**src/rtl/out_pair_qualifier_pkg.sv**
```systemverilog
// Shared types and constants for the out/out_n pair qualifier.
// Holds debounce state encoding and synchroniser reset values.
package out_pair_qualifier_pkg;

  typedef enum logic [1:0] {
    IDLE_LO = 2'd0,
    CHK_HI  = 2'd1,
    IDLE_HI = 2'd2,
    CHK_LO  = 2'd3
  } dbnc_state_e;

  localparam int unsigned STABLE_CYCLES_DEF = 4;

  // out_n idles high so the pair is complementary out of reset
  localparam logic SYNC_OUT_RST   = 1'b0;
  localparam logic SYNC_OUT_N_RST = 1'b1;

endpackage

```
**src/rtl/out_pair_qualifier_sync2.sv**
```systemverilog
// Two-flop synchroniser with a configurable reset value.
// Used once for out and once for out_n.
module out_pair_qualifier_sync2 #(
  parameter logic RST_VAL = 1'b0
) (
  input  logic clk,
  input  logic rst_n,
  input  logic d,
  output logic q
);

  logic meta_q;
  logic sync_q;

  always_ff @(posedge clk or negedge rst_n) begin
    if (!rst_n) begin
      meta_q <= RST_VAL;
      sync_q <= RST_VAL;
    end else begin
      meta_q <= d;
      sync_q <= meta_q;
    end
  end

  assign q = sync_q;

endmodule

```
**src/rtl/out_pair_qualifier.sv**
```systemverilog
// Synchronises and debounces the out/out_n pair, emits edge pulses,
// counts qualified rises and flags loss of complementarity.
module out_pair_qualifier
  import out_pair_qualifier_pkg::*;
#(
  parameter int unsigned STABLE_CYCLES = STABLE_CYCLES_DEF,
  parameter int unsigned CNT_W         = 8
) (
  input  logic             clk,
  input  logic             rst_n,
  input  logic             out_in,
  input  logic             out_n_in,
  input  logic             clr,
  output logic             level,
  output logic             rise_pulse,
  output logic             fall_pulse,
  output logic [CNT_W-1:0] rise_count,
  output logic             pair_err
);

  localparam int CW = (STABLE_CYCLES > 2) ?
                      $clog2(STABLE_CYCLES) : 1;
  localparam logic [CW-1:0] CNT_LAST = CW'(STABLE_CYCLES - 1);
  localparam logic [CNT_W-1:0] RC_MAX = {CNT_W{1'b1}};

  logic s_out;
  logic s_out_n;

  out_pair_qualifier_sync2 #(
    .RST_VAL (SYNC_OUT_RST)
  ) u_sync_out (
    .clk   (clk),
    .rst_n (rst_n),
    .d     (out_in),
    .q     (s_out)
  );

  out_pair_qualifier_sync2 #(
    .RST_VAL (SYNC_OUT_N_RST)
  ) u_sync_out_n (
    .clk   (clk),
    .rst_n (rst_n),
    .d     (out_n_in),
    .q     (s_out_n)
  );

  dbnc_state_e      state_q, state_d;
  logic [CW-1:0]    cnt_q, cnt_d;
  logic             level_q, level_d;
  logic             rise_q, rise_d;
  logic             fall_q, fall_d;
  logic [CNT_W-1:0] rc_q, rc_d;
  logic             eq_q, eq_d;
  logic             err_q, err_d;

  always_comb begin
    state_d = state_q;
    cnt_d   = cnt_q;
    level_d = level_q;
    rise_d  = 1'b0;
    fall_d  = 1'b0;
    unique case (state_q)
      IDLE_LO: begin
        if (s_out) begin
          state_d = CHK_HI;
          cnt_d   = CW'(1);
        end
      end
      CHK_HI: begin
        if (!s_out) begin
          state_d = IDLE_LO;
        end else if (cnt_q == CNT_LAST) begin
          state_d = IDLE_HI;
          level_d = 1'b1;
          rise_d  = 1'b1;
        end else begin
          cnt_d = cnt_q + 1'b1;
        end
      end
      IDLE_HI: begin
        if (!s_out) begin
          state_d = CHK_LO;
          cnt_d   = CW'(1);
        end
      end
      CHK_LO: begin
        if (s_out) begin
          state_d = IDLE_HI;
        end else if (cnt_q == CNT_LAST) begin
          state_d = IDLE_LO;
          level_d = 1'b0;
          fall_d  = 1'b1;
        end else begin
          cnt_d = cnt_q + 1'b1;
        end
      end
      default: state_d = IDLE_LO;
    endcase
  end

  // clr beats a same-cycle increment
  always_comb begin
    rc_d = rc_q;
    if (clr) begin
      rc_d = '0;
    end else if (rise_d && rc_q != RC_MAX) begin
      rc_d = rc_q + 1'b1;
    end
  end

  // a persisting fault re-sets the flag even while clr is high
  always_comb begin
    eq_d  = (s_out == s_out_n);
    err_d = err_q;
    if (eq_d && eq_q) begin
      err_d = 1'b1;
    end else if (clr) begin
      err_d = 1'b0;
    end
  end

  always_ff @(posedge clk or negedge rst_n) begin
    if (!rst_n) begin
      state_q <= IDLE_LO;
      cnt_q   <= '0;
      level_q <= 1'b0;
      rise_q  <= 1'b0;
      fall_q  <= 1'b0;
      rc_q    <= '0;
      eq_q    <= 1'b0;
      err_q   <= 1'b0;
    end else begin
      state_q <= state_d;
      cnt_q   <= cnt_d;
      level_q <= level_d;
      rise_q  <= rise_d;
      fall_q  <= fall_d;
      rc_q    <= rc_d;
      eq_q    <= eq_d;
      err_q   <= err_d;
    end
  end

  assign level      = level_q;
  assign rise_pulse = rise_q;
  assign fall_pulse = fall_q;
  assign rise_count = rc_q;
  assign pair_err   = err_q;

endmodule

```
**config.mk**
```make
export PLATFORM = sky130hd
export DESIGN_NAME = out_pair_qualifier
export DESIGN_NICKNAME = d
export VERILOG_FILES = /design/src/rtl/out_pair_qualifier_pkg.sv /design/src/rtl/out_pair_qualifier_sync2.sv /design/src/rtl/out_pair_qualifier.sv
export SDC_FILE = /design/constraint.sdc
export NUM_CORES = 1
export LEC_CHECK = 0
export ABC_CLOCK_PERIOD_IN_PS = 1500
export CAP_MARGIN = 20
export CORE_ASPECT_RATIO = 1.1
export CORE_UTILIZATION = 25
export CTS_CLUSTER_SIZE = 28
export DETAILED_ROUTE_END_ITERATION = 16
export GPL_ROUTABILITY_DRIVEN = 0
export PLACE_DENSITY = 0.55
export SKIP_CTS_REPAIR_TIMING = 1
export SLEW_MARGIN = 20
export SYNTH_ARGS = -nofsm -noshare
export SYNTH_HDL_FRONTEND = slang
export SYNTH_SLANG_ARGS = --single-unit
```
**constraint.sdc**
```tcl
create_clock -name clk -period 1.5 [get_ports clk]
set_input_delay 0.45 -clock clk [delete_from_list [all_inputs] [get_ports clk]]
set_output_delay 0.45 -clock clk [all_outputs]
set_load 0.01 [all_outputs]
```
==> metrics.md, run 1 <==
| Metric | Value |
|---|---|
| Row cnt | 23 |
| Final Cycle Share | around 93% |
| CTS sink cnt | 21 |
| First-pass GRT wire length | 3440 um |
| Syn-to-layout area delta | 42.4% |
| DR vias | between 700 and 800 |
| Combinational power share | 29.9% |
| Skew final | between 0.003 and 0.004 ns |
| Post-synth EDFFs | 0 |
| Height of the chip | just under 70 um |
| Crit-path cells | ha_4 > nand4b_4 > a41oi_4 > mux2_4 |
| Reg clk slew, reported paths | ~0.080 ns |
| Fin. Hold Viols | 0 |
| Yosys top cell by area | dfrtp_1 |
| Slowest library cell on the worst path | dfrtp_1 |
| Clock share of power | about a quarter |
| Vias in the first global route | between 700 and 800 |
| CTS buffer count | 3 |
| Pwr/cell area | between 1000 and 1500 nW/um2 |
| Total track usage | about a tenth |
| Max incr delay on CP | roughly 0.4 ns |
| Cell with the most instances after synthesis | dfrtp_1 |
| Antenna Cells | 0 |
| Setup WS pre-CTS | -0.128 ns |
| DR iter-0 viols | 14 |
| Pre-antenna DRT Iters | 4 |
| WL/cell | around 13 um |
| HPWL Detailed | between 1500 and 2000 um |
| CTS tree | yes |
| Largest net degree at the start of global routing | 22 |
| Worst-path fanout max | 3 |
| Share of the yosys chip area belonging to registers | between 50% and 60% |
| Final WS setup | 0.102 ns |
| Syn nets | 95 |
| Minimum clock period | between 1 and 1.5 ns |
| HP Class | reg2reg |
| Status | complete, no violations |
| Die Span X | about 62 um |
| Fraction of registers with async set/reset | between 90% and 100% |
| ANT nets after route | 0 |
| Syn Std Cell Area | 1000 um2 |
| Final setup fails | 0 |
| Slew HR | 78.0% |
| Post-synth top cells | dfrtp_1, a21oi_1 |
| Critical path class | reg2reg |
| NumNets Final | around 130 |
| Int Power | ~1100 uW |
| Grt ovf | 0 |
| Crit start category | register |
| Worst-Margin Slew | between 0.3 and 0.4 ns |
| Initial Util | between 20% and 30% |
| Initial antenna violation count | 0 |
| Yosys top cell area share | a little under half |
| Max Slew Vio Count | 0 |
| Syn_area_per_cell | 11.5 um2 |
| Max capacitance violation total | 0 |
| Max Clk Rate | between 700 and 800 MHz |
| Switching share of total power | between 20% and 30% |
| WL final | approximately 2100 um |
| DR DRC count | 0 |
| Clk_lat worst skew | ~0.25 ns |
| Psw | around 450 uW |
| H-tree levels | 1 |
| Share of post-route cells with drive strength above 1 | a little over a quarter |
| # fillers | between 300 and 400 |
| Seq cells post-synth | 21 |
| Synth area leaders | dfrtp_1, dfstp_2, ha_1 |
| Root buf cell | clkbuf_8 |
| Maximum vdd ir drop | 430 uV |
| Core area | ~3700 um2 |
| Maximum clock path buffer count | 2 |
| Port bufs | 16 |
| # IOs | 17 |
| Die ar. | approximately 4300 um2 |
| Post-synth top flop | dfrtp_1 |
| Req. time, crit path | ~1.6 ns |
| Vias per std cell | about 4.5 |
| Worst path arrival time | between 1.5 and 2 ns |
| Reg power frac | 46.2% |
| P_leak | about 0.0008 uW |
| Worst Setup End Kind | register |
| Synthesized instance count | 87 |
| Fin util | 38.2% |
| Warnings, synthesis | 0 |
| Netlist cell types | 34 |
==> layout by cell type (no fill, tap or decap), types with 2 or more instances in the layout <==
master,count
dfrtp_1,17
dlymetal6s2s_1,12
buf_4,12
a21oi_1,7
nor2b_1,5
nand2b_1,5
nand2_1,5
o21ai_0,5
clkdlybuf4s50_1,4
and3_1,3
nor2_1,3
clkbuf_8,3
xnor2_1,2
a31oi_1,2
nand4_1,2
mux2_4,2
a211oi_1,2
dfrtp_2,2
dfstp_2,2
==> per-layer routing <==
metal  global-route usage (%)  routed length (um)  vias up
li1                         -                   -      372
met3                     2.17                  44        4
met1                     11.9                 941      370
met4                     5.81                  48        0
met2                     18.5                1050       11
met5                        0                   0        -
==> power by group through the flow <==
stage | Sequential, uW | Clock, uW | Combinational (uW)
after global routing | 726 | 391 | 520
after detailed placement | 714 | 0 | 435
after floorplan | 730 | 0 | 223
final | 711 | 367 | 460
after CTS | 703 | 374 | 436
after global placement | 710 | 0 | 412
==> worst max-delay path, delay by kind of cell, from the launching register on <==
kind            cells  cell delay [ns]
simple gates        1             0.16
fa+ha+maj           1             0.17
mux                 1             0.32
flops               1             0.40
compound gates      1             0.24
==> flip-flops by register name (all words and copies together) (netlist names), named ones only <==
signal / flops
state_q: 1
rise_pulse: 1
pair_err: 1
rise_count: 8
u_sync_out.q: 1
u_sync_out_n.q: 1
eq_q: 1
level: 1
fall_pulse: 1
u_sync_out.meta_q: 1
u_sync_out_n.meta_q: 1
cnt_q: 2
==> per-stage QoR <==
stage / TNS, ns / hold WS, ns / cell area (um2) / cells / power [uW]
floorplan: 0 / 0.154 / 1000 / 87 / 953
global placement: -0.345 / 0.333 / 1310 / 161 / 1120
detailed placement: -0.555 / 0.335 / 1310 / 161 / 1150
CTS: -1.68 / 0.353 / 1350 / 165 / 1510
global route: -0.00427 / 0.361 / 1430 / 167 / 1640
finish: 0 / 0.352 / 1430 / 167 / 1540
==> logic make-up (layout without fill, tap and decap cells) <==
family	after synthesis	in the layout	synth area share, %
AND/OR/NAND/NOR	30	30	19.5
AO/OA/AOI/OAI	21	21	13.9
flip-flops	21	21	52.7
multiplexers	5	5	6.24
adder cells (fa/ha/maj)	3	3	3.75
XOR/XNOR	2	2	1.75
buffers and inverters	5	35	2.25
==> final cells by class <==
class | count | area [um2] | share of cell area [%]
clock buffers | 3 | 41.3 | 2.89
clock inverters | 1 | 5.00 | 0.351
inverters | 2 | 10.0 | 0.701
multi-input cells | 61 | 478 | 33.5
flip-flops and latches | 21 | 531 | 37.2
well taps | 50 | 62.6 | 4.38
repair buffers | 29 | 300 | 21.0
==> worst paths after layout <==
| kind | startpoint | to | slack (ns) | cells past startpoint |
|---|---|---|---|---|
| hold reg to reg | u_sync_out.meta_q$_DFF_PN0_ | u_sync_out.q$_DFF_PN0_ | 0.35 | 0 |
| max in group asynchronous | rst_n | u_sync_out_n.meta_q$_DFF_PN1_ | 0.76 | 2 |
| setup reg to reg | cnt_q[0]$_DFFE_PN0P_ | rise_count[0]$_DFFE_PN0P_ | 0.10 | 4 |
| min in group asynchronous | rst_n | level$_DFFE_PN0P_ | 0.53 | 2 |
| setup / recovery | cnt_q[0]$_DFFE_PN0P_ | rise_count[0]$_DFFE_PN0P_ | 0.10 | 4 |
| hold / removal | u_sync_out.meta_q$_DFF_PN0_ | u_sync_out.q$_DFF_PN0_ | 0.35 | 0 |
Power figures use the tool's default switching activity.
==> run 2: changes to the inputs <==
RECOVER_POWER = 25   (was not set)
SKIP_LAST_GASP = 1   (was not set)
==> metrics.md, run 2 (same netlist as run 1, synthesis figures left out) <==
| Metric | Value |
|---|---|
| Final WS setup | -0.166 ns (was 0.102 ns) |
| Max Clk Rate | 600 MHz (was 715 MHz) |
| Skew final | 0.00331 ns (was 0.00345 ns) |
| P_leak | 0.000787 uW (was 0.000812 uW) |
| Final setup fails | 1 (was 0) |
| Worst hold start | u_sync_out.meta_q$_DFF_PN0_ (unchanged) |
| Final Cycle Share | 111% (was 93.2%) |
| Pre-antenna DRT Iters | 4 (unchanged) |
| Core area | 3740 um2 (unchanged) |
| Height of the chip | 68.4 um (unchanged) |
| Max capacitance violation total | 0 (unchanged) |
| Row cnt | 23 (unchanged) |
| Root buf cell | clkbuf_8 (unchanged) |
| Slowest library cell on the worst path | clkdlybuf4s50_1 (was dfrtp_1) |
| Pwr/cell area | 1080 nW/um2 (about the same) |
| DR iter-0 viols | 15 (was 14) |
| Flop-to-flop setup slack | 0.08 ns (was 0.10 ns) |
| Max Slew Vio Count | 0 (unchanged) |
| Minimum clock period | 1.67 ns (was 1.40 ns) |
| HPWL Detailed | 1550 um (unchanged) |
| Max incr delay on CP | 0.55 ns (was 0.40 ns) |
| Crit start category | register (unchanged) |
| Reg power frac | 46.6% (was 46.2%) |
| DR vias | 761 (was 757) |
| Reg2reg end | rise_count[0]$_DFFE_PN0P_ (unchanged) |
| RR Startpoint | cnt_q[1]$_DFFE_PN0P_ (was cnt_q[0]$_DFFE_PN0P_) |
| Maximum vdd ir drop | 430 uV (about the same) |
| WL final | 2090 um (about the same) |
| Psw | 446 uW (was 454 uW) |
| Final Power | 1510 uW (was 1540 uW) |
| Worst Setup End Kind | output pin (was register) |
| Status | finished, violations left (was complete, no violations) |
| Clk_lat worst skew | 0.25 ns (about the same) |
| Crit-path cells | clkdlybuf4s50_1 (was ha_4 > nand4b_4 > a41oi_4 > mux2_4) |
| Initial antenna violation count | 0 (unchanged) |
| Vias in the first global route | 793 (unchanged) |
| First-pass GRT wire length | 3440 um (unchanged) |
| Worst Hold Endpoint | u_sync_out.q$_DFF_PN0_ (unchanged) |
| Req. time, crit path | 1.05 ns (was 1.64 ns) |
| Port bufs | 16 (unchanged) |
| H-tree levels | 1 (unchanged) |
| Worst-path fanout max | 6 (was 3) |
| CTS buffer count | 3 (unchanged) |
| DR DRC count | 0 (unchanged) |
| Failing checks | setup timing |
| Vias per std cell | 4.56 (was 4.53) |
| CTS sink cnt | 21 (unchanged) |
| NumNets Final | 126 (unchanged) |
| Largest net degree at the start of global routing | 22 (unchanged) |
| Commonest cells after routing, fill and taps aside | dfrtp_1, buf_4, dlymetal6s2s_1 (was dfrtp_1, dlymetal6s2s_1, buf_4) |
| Worst path arrival time | 1.22 ns (was 1.54 ns) |
| Final Hold Slack | 0.352 ns (about the same) |
| Die Span X | 62.4 um (unchanged) |
| Antenna Cells | 0 (unchanged) |
| WP buf/inv | 1 (was 0) |
| Hold Crit Depth | 0 (unchanged) |
| Worst Reg-to-Reg Cells | 4 (unchanged) |
| CTS tree | yes (unchanged) |
| Int Power | 1070 uW (was 1080 uW) |
| Combinational power share | 29.2% (was 29.9%) |
| Critical path class | reg2out (was reg2reg) |
| Slew HR | 66.3% (was 78.0%) |
| Fin. Hold Viols | 0 (unchanged) |
| Initial Util | 26.8% (unchanged) |
| HP Class | reg2reg (unchanged) |
| Max reg flops | 8 (unchanged) |
| Reg clk slew, reported paths | 0.08 ns (about the same) |
| Worst-Margin Slew | 0.505 ns (was 0.328 ns) |
| RSZ-0062 raised after global routing | yes |
| Share of post-route cells with drive strength above 1 | 26.5% (unchanged) |
| # IOs | 17 (unchanged) |
| Switching share of total power | 29.5% (about the same) |
| Clock share of power | 24.2% (was 23.8%) |
| Most common cell after layout, fill and taps aside | dfrtp_1 (unchanged) |
| Grt ovf | 0 (unchanged) |
| CP top delay family | buffers and inverters (was flip-flops) |
| ANT nets after route | 0 (unchanged) |
| WL/cell | 12.5 um (about the same) |
| # fillers | 384 (was 381) |
| Die ar. | 4270 um2 (unchanged) |
| Syn-to-layout area delta | 39.7% (was 42.4%) |
| Maximum clock path buffer count | 2 (unchanged) |
| Total track usage | 10.4% (unchanged) |
## run 2: changes by cell type in the layout (fill, tap and decap cells not counted)
cell,before,now
clkdlybuf4s50_1,4,2
ha_2,1,2
ha_4,1,0
buf_12,1,0
dlygate4sd3_1,0,3
clkbuf_2,0,1
dlymetal6s2s_1,12,11
## run 2: power groups by stage
stage / combinational [uW] / sequential (uW) / clock [uW]
floorplan: 223 / 730 / 0
global placement: 412 / 710 / 0
detailed placement: 435 / 714 / 0
CTS: 436 / 703 / 374
global route: 498 / 717 / 391
finish: 442 / 704 / 366
## run 2: worst max-delay path by stage
stage,start,end,slack (ns),cells after the start
after floorplan,cnt_q[0]$_DFFE_PN0P_,rise_count[0]$_DFFE_PN0P_,0.07,4
after global placement,clr,rise_count[7]$_DFFE_PN0P_,-0.07,3
after detailed placement,clr,rise_count[6]$_DFFE_PN0P_,-0.13,4
after CTS,rise_count[4]$_DFFE_PN0P_,rise_count[4],-0.23,1
after global routing,rise_count[6]$_DFFE_PN0P_,rise_count[6],-0.21,1
final,rise_count[6]$_DFFE_PN0P_,rise_count[6],-0.17,1
## run 2: per-layer routing
layer	part of all wire [%]	vias up	routed length (um)	GRT usage, %
met2	52	15	1090	18.5
met4	2.3	0	48	5.81
met5	0	-	0	0
met1	43	370	905	11.9
met3	2.4	4	50	2.17
li1	-	372	-	-
## run 2: metrics by stage
step                utilization (%)  instances  TNS, ns  area (um2)  setup WS, ns
finish                         37.4        167   -0.166        1400        -0.166
global route                   37.4        167   -0.252        1400        -0.212
CTS                            36.2        165    -1.68        1350        -0.228
detailed placement             34.9        161   -0.555        1310        -0.128
global placement               34.9        161   -0.345        1310       -0.0736
floorplan                         -         87        0        1000        0.0675
## run 2: layout make-up
| type | instances | area (um2) | area share [%] |
|---|---|---|---|
| clock buffers | 3 | 41.3 | 2.95 |
| inverters | 2 | 10.0 | 0.715 |
| well taps | 50 | 62.6 | 4.47 |
| clock inverters | 1 | 5.00 | 0.357 |
| multi-input cells | 61 | 468 | 33.4 |
| repair buffers | 29 | 283 | 20.2 |
| flip-flops and latches | 21 | 531 | 37.9 |
==> run 3: changes to the inputs <==
CORE_UTILIZATION = 46   (was 25)
PLACE_DENSITY = 0.79   (was 0.55)
SLEW_MARGIN = 0   (was 20)
==> metrics.md, run 3 (same netlist as run 1, synthesis figures left out) <==
| Metric | Value |
|---|---|
| Status | complete, no violations (was finished, violations left) |
| Req. time, crit path | 1.70 ns (was 1.05 ns) |
| DR DRC count | 0 (unchanged) |
| Clk_lat worst skew | 0.30 ns (was 0.25 ns) |
| Share of post-route cells with drive strength above 1 | 30.1% (was 26.5%) |
| Max Clk Rate | 683 MHz (was 600 MHz) |
| Maximum clock path buffer count | 2 (unchanged) |
| Core area | 2020 um2 (was 3740 um2) |
| Initial antenna violation count | 0 (unchanged) |
| Worst-Margin Slew | 0.338 ns (was 0.505 ns) |
| Pwr/cell area | 1010 nW/um2 (was 1080 nW/um2) |
| Syn-to-layout area delta | 40.4% (was 39.7%) |
| # IOs | 17 (unchanged) |
| Switching share of total power | 30.1% (was 29.5%) |
| Psw | 427 uW (was 446 uW) |
| Minimum clock period | 1.46 ns (was 1.67 ns) |
| Die Span X | 46.5 um (was 62.4 um) |
| Initial Util | 49.6% (was 26.8%) |
| WP buf/inv | 1 (unchanged) |
| RR Startpoint | rise_count[5]$_DFFE_PN0P_ (was cnt_q[1]$_DFFE_PN0P_) |
| Max incr delay on CP | 0.40 ns (was 0.55 ns) |
| Flop-to-flop setup slack | 0.04 ns (was 0.08 ns) |
| Reg clk slew, reported paths | 0.12 ns (was 0.08 ns) |
| Total track usage | 17.0% (was 10.4%) |
| Worst Setup End Kind | register (was output pin) |
| Port bufs | 16 (unchanged) |
| NumNets Final | 132 (was 126) |
| Reg2reg end | rise_count[0]$_DFFE_PN0P_ (unchanged) |
| Worst path arrival time | 1.66 ns (was 1.22 ns) |
| H-tree levels | 1 (unchanged) |
| WL/cell | 13.4 um (was 12.5 um) |
| Slew HR | 77.3% (was 66.3%) |
| Max reg flops | 8 (unchanged) |
| P_leak | 0.000837 uW (was 0.000787 uW) |
| Vias in the first global route | 660 (was 793) |
| Crit-path cells | buf_4 > and2_0 > a41oi_2 > mux2_4 (was clkdlybuf4s50_1) |
| Vias per std cell | 5.34 (was 4.56) |
| Pre-antenna DRT Iters | 4 (unchanged) |
| Final setup fails | 0 (was 1) |
| RSZ-0062 raised after global routing | no (was yes) |
| Slowest library cell on the worst path | dfrtp_1 (was clkdlybuf4s50_1) |
| Largest net degree at the start of global routing | 22 (unchanged) |
| Maximum vdd ir drop | 704 uV (was 430 uV) |
| ANT nets after route | 0 (unchanged) |
| CP top delay family | flip-flops (was buffers and inverters) |
| DR iter-0 viols | 29 (was 15) |
| Combinational power share | 31.6% (was 29.2%) |
| Height of the chip | 51.0 um (was 68.4 um) |
| Root buf cell | clkbuf_4 (was clkbuf_8) |
| Crit start category | register (unchanged) |
| Max Slew Vio Count | 0 (unchanged) |
| Die ar. | 2370 um2 (was 4270 um2) |
| Critical path origin | rise_count[5]$_DFFE_PN0P_ (was rise_count[6]$_DFFE_PN0P_) |
| Worst Reg-to-Reg Cells | 4 (unchanged) |
| Reg power frac | 49.4% (was 46.6%) |
| Antenna Cells | 0 (unchanged) |
| WP depth | 4 (was 1) |
| Final Cycle Share | 97.6% (was 111%) |
| Clock share of power | 19.0% (was 24.2%) |
| DR vias | 806 (was 761) |
| CTS tree | yes (unchanged) |
| Fin util | 69.7% (was 37.4%) |
| Crit path to | rise_count[0]$_DFFE_PN0P_ (was rise_count[6]) |
| Max capacitance violation total | 0 (unchanged) |
| HPWL Detailed | 1350 um (was 1550 um) |
| Fin. Hold Viols | 0 (unchanged) |
| HP Class | reg2reg (unchanged) |
| Row cnt | 17 (was 23) |
| Commonest cells after routing, fill and taps aside | dfrtp_1, buf_4, dlymetal6s2s_1 (unchanged) |
| First-pass GRT wire length | 2870 um (was 3440 um) |
| Worst-path fanout max | 6 (unchanged) |
| WL final | 2020 um (was 2090 um) |
| Skew final | 0.00326 ns (was 0.00331 ns) |
| Critical path class | reg2reg (was reg2out) |
| Int Power | 992 uW (was 1070 uW) |
| CTS buffer count | 3 (unchanged) |
| Non-filler cells, final | 151 (was 167) |
| Grt ovf | 0 (unchanged) |
| Placed Cells | 139 (was 161) |
| CTS sink cnt | 21 (unchanged) |
[run 3: cell types whose count changed in the layout (fill, tap and decap cells not counted), moves of 2 or more]
cell,before,now
dlygate4sd3_1,3,1
clkbuf_8,3,0
buf_4,12,18
clkbuf_4,0,3
[run 3: layout make-up]
cell class                      count  area [um2]
Tap cell                           28        35.0
Clock inverter                      1        5.00
Sequential cell                    21         529
Inverter                            2        8.76
Fill cell                         146         613
Multi-Input combinational cell     61         462
Clock buffer                        3        22.5
Timing Repair Buffer               35         345
[run 3: routing by layer]
metal / GRT usage (%) / up-vias / wire (um)
li1: - / 386 / -
met1: 23.1 / 381 / 895
met2: 26.6 / 33 / 982
met3: 3.18 / 6 / 96
met4: 5.88 / 0 / 48
met5: 0 / - / 0
[run 3: worst min-delay path by stage]
stage,startpoint,endpoint,cells past startpoint
floorplan,rst_n,asynchronous set/reset pin,0
global route,u_sync_out_n.meta_q$_DFF_PN1_,u_sync_out_n.q$_DFF_PN1_,0
CTS,u_sync_out_n.meta_q$_DFF_PN1_,u_sync_out_n.q$_DFF_PN1_,0
detailed placement,u_sync_out.meta_q$_DFF_PN0_,u_sync_out.q$_DFF_PN0_,0
global placement,u_sync_out.meta_q$_DFF_PN0_,u_sync_out.q$_DFF_PN0_,0
finish,u_sync_out_n.meta_q$_DFF_PN1_,u_sync_out_n.q$_DFF_PN1_,0
[run 3: power groups by stage]
stage	clock [uW]	sequential, uW	combinational [uW]
floorplan	0	730	223
global placement	0	709	408
detailed placement	0	713	427
CTS	275	702	429
global route	293	711	491
finish	270	701	448
[run 3: worst register-to-register path: stages, from the launching register on]
cell     delay (ns)
dfrtp_1        0.40
buf_4          0.15
and2_0         0.26
a41oi_2        0.24
mux2_4         0.32
[run 3: through the flow]
stage          hold WS, ns  power (uW)  TNS (ns)  worst slack, ns  cell area, um2
2_1_floorplan        0.154         953         0           0.0675            1000
3_3_place_gp         0.336        1120    -0.278          -0.0600            1280
3_5_place_dp         0.344        1140    -0.424          -0.0868            1280
4_1_cts              0.369        1410     -2.19           -0.267            1310
5_1_grt              0.372        1490         0          0.00323            1410
6_report             0.366        1420         0           0.0355            1410
